<file path="src/rtl/mem_port_arbiter.sv">
// mem_port_arbiter: shares one memory port between instruction fetch (IF) and load/store (D).
// Define ARB_ROUND_ROBIN_EN for round-robin arbitration; otherwise D has fixed priority.
module mem_port_arbiter #(
    parameter int ADDR_W      = 32,
    parameter int DATA_W      = 32,
    parameter int WAIT_CYCLES = 2
) (
    input  logic              clk,
    input  logic              reset,
    input  logic              if_req,
    input  logic [ADDR_W-1:0] if_addr,
    output logic              if_ack,
    output logic [DATA_W-1:0] if_rdata,
    input  logic              d_req,
    input  logic              d_we,
    input  logic [ADDR_W-1:0] d_addr,
    input  logic [DATA_W-1:0] d_wdata,
    output logic              d_ack,
    output logic [DATA_W-1:0] d_rdata,
    output logic              mem_en,
    output logic              mem_we,
    output logic [ADDR_W-1:0] mem_addr,
    output logic [DATA_W-1:0] mem_wdata,
    input  logic [DATA_W-1:0] mem_rdata,
    output logic              busy
);
    typedef enum logic [1:0] {IDLE, ACCESS, RESP} state_t;

    if (WAIT_CYCLES < 1 || WAIT_CYCLES > 15) begin : g_bad_wait
        $error("mem_port_arbiter: WAIT_CYCLES must be in 1..15");
    end

    state_t     state, state_n;
    logic [3:0] cnt;
    logic       own_d, lat_we, pick_d, grant, last;

`ifdef ARB_ROUND_ROBIN_EN
    logic rr_d;
    assign pick_d = d_req && (!if_req || rr_d);
    always_ff @(posedge clk)
        if (!reset)
            rr_d <= 1'b1;
        else if (grant)
            rr_d <= !pick_d;
`else
    assign pick_d = d_req;
`endif

    assign grant = state == IDLE && (if_req || d_req);
    assign last  = state == ACCESS && cnt == 4'd0;

    always_comb begin
        state_n = IDLE;
        state_n = state == IDLE   ? (grant ? ACCESS : IDLE) :
                  state == ACCESS ? (last ? RESP : ACCESS) : IDLE;
    end

    always_ff @(posedge clk) begin
        if (!reset) begin
            state     <= IDLE;
            cnt       <= 4'd0;
            own_d     <= 1'b0;
            lat_we    <= 1'b0;
            mem_en    <= 1'b0;
            mem_we    <= 1'b0;
            mem_addr  <= '0;
            mem_wdata <= '0;
            if_ack    <= 1'b0;
            d_ack     <= 1'b0;
            if_rdata  <= '0;
            d_rdata   <= '0;
            busy      <= 1'b0;
        end else begin
            state  <= state_n;
            mem_en <= state_n == ACCESS;
            mem_we <= state_n == ACCESS && (grant ? pick_d && d_we : lat_we);
            busy   <= state_n != IDLE;
            if_ack <= last && !own_d;
            d_ack  <= last && own_d;
            if (grant) begin
                own_d    <= pick_d;
                lat_we   <= pick_d && d_we;
                mem_addr <= pick_d ? d_addr : if_addr;
                cnt      <= 4'(WAIT_CYCLES - 1);
                if (pick_d)
                    mem_wdata <= d_wdata;
            end else if (state == ACCESS && cnt != 4'd0)
                cnt <= cnt - 4'd1;
            // read data is valid only at the end of the final access cycle
            if (last && !lat_we) begin
                if (own_d)
                    d_rdata <= mem_rdata;
                else
                    if_rdata <= mem_rdata;
            end
        end
    end
endmodule

</file>
<file path="config.mk">
export PLATFORM = sky130hd
export DESIGN_NAME = mem_port_arbiter
export DESIGN_NICKNAME = d
export VERILOG_FILES = /design/src/rtl/mem_port_arbiter.sv
export SDC_FILE = /design/constraint.sdc
export NUM_CORES = 1
export LEC_CHECK = 0
export BUFFER_PORTS_ARGS = -buffer_cell sky130_fd_sc_hd__buf_2
export CAP_MARGIN = 15
export CORE_ASPECT_RATIO = 0.75
export CORE_MARGIN = 2
export CORE_UTILIZATION = 40
export CTS_CLUSTER_SIZE = 12
export DETAILED_ROUTE_END_ITERATION = 7
export PLACE_DENSITY_LB_ADDON = 0.3
export REMOVE_ABC_BUFFERS = 1
export SLEW_MARGIN = 10
export SYNTH_ARGS = -nofsm -noshare
export SYNTH_HDL_FRONTEND = slang
export SYNTH_SLANG_ARGS = --single-unit
export TNS_END_PERCENT = 1
</file>
<file path="constraint.sdc">
create_clock -name clk -period 1.6 [get_ports clk]
set_clock_uncertainty 0.05 [all_clocks]
set_input_delay 0.32 -clock clk [delete_from_list [all_inputs] [get_ports clk]]
set_output_delay 0.32 -clock clk [all_outputs]
set_load 0.02 [all_outputs]
</file>
==> results.cfg <==
[critical_path]
worstSetupStartpoint = cnt[1]$_SDFFE_PP0P_
crit_family = simple AND/OR/NAND/NOR gates
crit_buf_inv = 3
crit_fanout = 8
crit_slowest_cell = or4_4
rr_worst_depth = 7
startpoint_type = flop
cp-end-kind = flop
cp_num_cells = 7
r2r_setup_slack_ns = -0.08
required_ns = 1.89
crit_end = cnt[2]$_SDFFE_PP0P_
worstReg2RegStart = cnt[1]$_SDFFE_PP0P_
cp_cell_sequence = inv_2, ha_4, buf_4, nor3b_4, buf_12, or4_4, a21oi_2
r2r-end = cnt[2]$_SDFFE_PP0P_
crit_arrival_ns = 1.97
worstSetupPathType = flop to flop
crit_path_max_incr_delay_ns = 0.48

[global_routing]
grt_use_met3_pct = 7.04
grt-ovfl-total = 0
met2_usage_pct = 36.9
antenna_found_initial = 1
busiest_layer = met2
grt_pass1_vias = 5442
grt_max_degree = 60
grt_use_total_pct = 22.6
grt_pass1_wl_mm = 27.0
globalRouteMet1Util_pct = 28.7

[sta]
grt_setup_unrepaired = true
maxSlewHeadroom_pct = 78.7
worstMarginPinSlew_ns = 0.318
hold_violations = 0
setup_viol = 58
period_minus_slack_ns = 1.68
setup_slack_ns = -0.0840
tns_ns = -1.56
slew_viol_final = 0
timing.fmax_mhz = 594
period_share_pct = 105

[placement]
pre_cts_slack_ns = -0.179
placed_area_sq_um = 7210
dp_cells = 1008
dp_hpwl_mm = 10.6
gp_congestion = 0.804
port_buffers = 265

[floorplanning]
die_h_um = 106
rows = 37
die_w_um = 140
io_pins = 266
die_area_sq_um = 14800
start_util_pct = 40.5
core_sq_um = 13600

[final_layout]
final_cell_mix = 265 x buf_2, 139 x dfxtp_1, 95 x a21oi_1, 64 x nand3_1, 64 x mux2i_1
register_area_sq_um = 2830
instances_no_fill = 1054
fin_area_sq_um = 8450
syn_to_final_growth_pct = 53.3
final_nets = 1000
final_common_cell = buf_2
multi_input_area_sq_um = 2710
final_layout_size_suffix_gt1_share_pct = 47.7
num-fill-cells = 1177
diodes = 0

[power]
leakage_uw = 0.00381
power_density_nw_per_um2 = 1300
total_power_uw = 11000
irDropWorstVdd_mv = 0.846

[routing]
drt-wirelength-per-cell_um = 16.6
wirelength_mm = 17.5
vias = 5623
dr.first_iter.drc_count = 273
viasPerCell = 5.33
dr.pass1.iters = 5
drtAntennaViolNets = 0
drc = 0

[synthesis]
synth_top_area_share_pct = 51.2
yosysWarnings = 0
post_synth_num_cell_types = 36
async_flop_share_pct = 0
syn_inst = 599
synth-seq-cells = 141
ys_seq_area_share_pct = 51.2
synth_ff_type = dfxtp_1
synthTopCellsByArea = dfxtp_1 51%, mux2i_1 12%, a21oi_1 9.3%
synth.avg_cell_area_sq_um = 9.21
synth_area_sq_um = 5520
synth_edf_count = 0
synth_top_area_cell = dfxtp_1

[clock_network]
cts.path.max_buffers = 2
insertion_delay_ns = 0.41
clock_sinks = 141
clock-root-buffer = clkbuf_16
cts_buffers = 17
ctsHtreeMaxLevel = 4
cts_hold_buf = 0
clk_pin_slew_ns = 0.06
cts_tree = yes

[min_path]
hold_path.class = input port to flop

[run_status]
violations = negative setup slack
status = complete, but fails checks

[run]
cap_violations = 0
routing by layer:
layer / routed length, um / share of wire, %
met2: 8280 / 47
met3: 1480 / 8.5
met1: 7480 / 43
met5: 7 / 0.040
met4: 236 / 1.4
layout make-up:
class                      instances  area share (%)
sequential                       141            33.4
timing repair buffer             309            24.3
tap                              175            2.59
clock inverter                    13            2.24
inverter                           4           0.207
clock buffer                      19            5.24
multi-input combinational        393            32.0
metrics by stage:
stage               utilization (%)  hold slack [ns]
floorplan                         -            0.388
global placement               53.0            0.408
detailed placement             53.0            0.414
CTS                            60.7           0.0808
global route                   62.1           0.0869
finish                         62.1           0.0936
synth_stat cells, types with 2 or more instances:
cell type and n:
dfxtp_1 141, a21oi_1 103, mux2i_1 64, nand3_1 64
o21ai_1 46, nor2_1 35, a211oi_1 32, clkbuf_1 29
buf_2 24, o21ai_0 22, buf_4 6, inv_1 3
nand2_1 3, buf_1 2, nor3b_1 2, or2_2 2
or4_1 2
kinds of logic after synthesis:
group / share of synthesized area (%)
flip-flops: 51.2
AND/OR/NAND/NOR: 10.9
AO/OA/AOI/OAI: 20.7
adder cells (fa/ha/maj): 0.227
buffers and inverters: 5.38
multiplexers: 11.6
tightest hold or removal path, delay by kind of cell:
family | cells | cell delay, ns
buf+inv | 1 | 0.07
mux | 1 | 0.05
simple gates | 1 | 0.07
power by group:
part | switching (uW) | internal, uW | total (uW)
Sequential | 151 | 3800 | 3950
Combinational | 1590 | 1220 | 2820
Clock | 1550 | 2660 | 4210
Total | 3290 | 7680 | 11000
sequential cells by signal (all words and copies together) (netlist names):
name / count
d_rdata: 32
if_rdata: 32
mem_addr: 32
mem_wdata: 32
cnt: 4
state: 2
busy: 1
d_ack: 1
if_ack: 1
lat_we: 1
mem_en: 1
mem_we: 1
own_d: 1
how the worst min path moves through the flow:
| stage | from | to | depth (start not counted) |
|---|---|---|---|
| finish | d_wdata[23] | mem_wdata[23]$_SDFFE_PN0P_ | 3 |
| global route | d_wdata[18] | mem_wdata[18]$_SDFFE_PN0P_ | 3 |
| CTS | d_wdata[23] | mem_wdata[23]$_SDFFE_PN0P_ | 3 |
| detailed placement | d_rdata[23]$_SDFFE_PN0P_ | d_rdata[23]$_SDFFE_PN0P_ | 2 |
| global placement | d_rdata[23]$_SDFFE_PN0P_ | d_rdata[23]$_SDFFE_PN0P_ | 2 |
| floorplan | reset | own_d$_SDFFE_PN0P_ | 1 |
timing repair:
action                                  4_1_cts  5_1_grt
gates resized for setup                      63       40
endpoints found under the setup margin       72       72
hold endpoints to repair                      0        0
pin swaps                                    81       18
cloned                                        7        3
buffers inserted                              3        2
No activity file was read; power rests on OpenSTA's default activity.
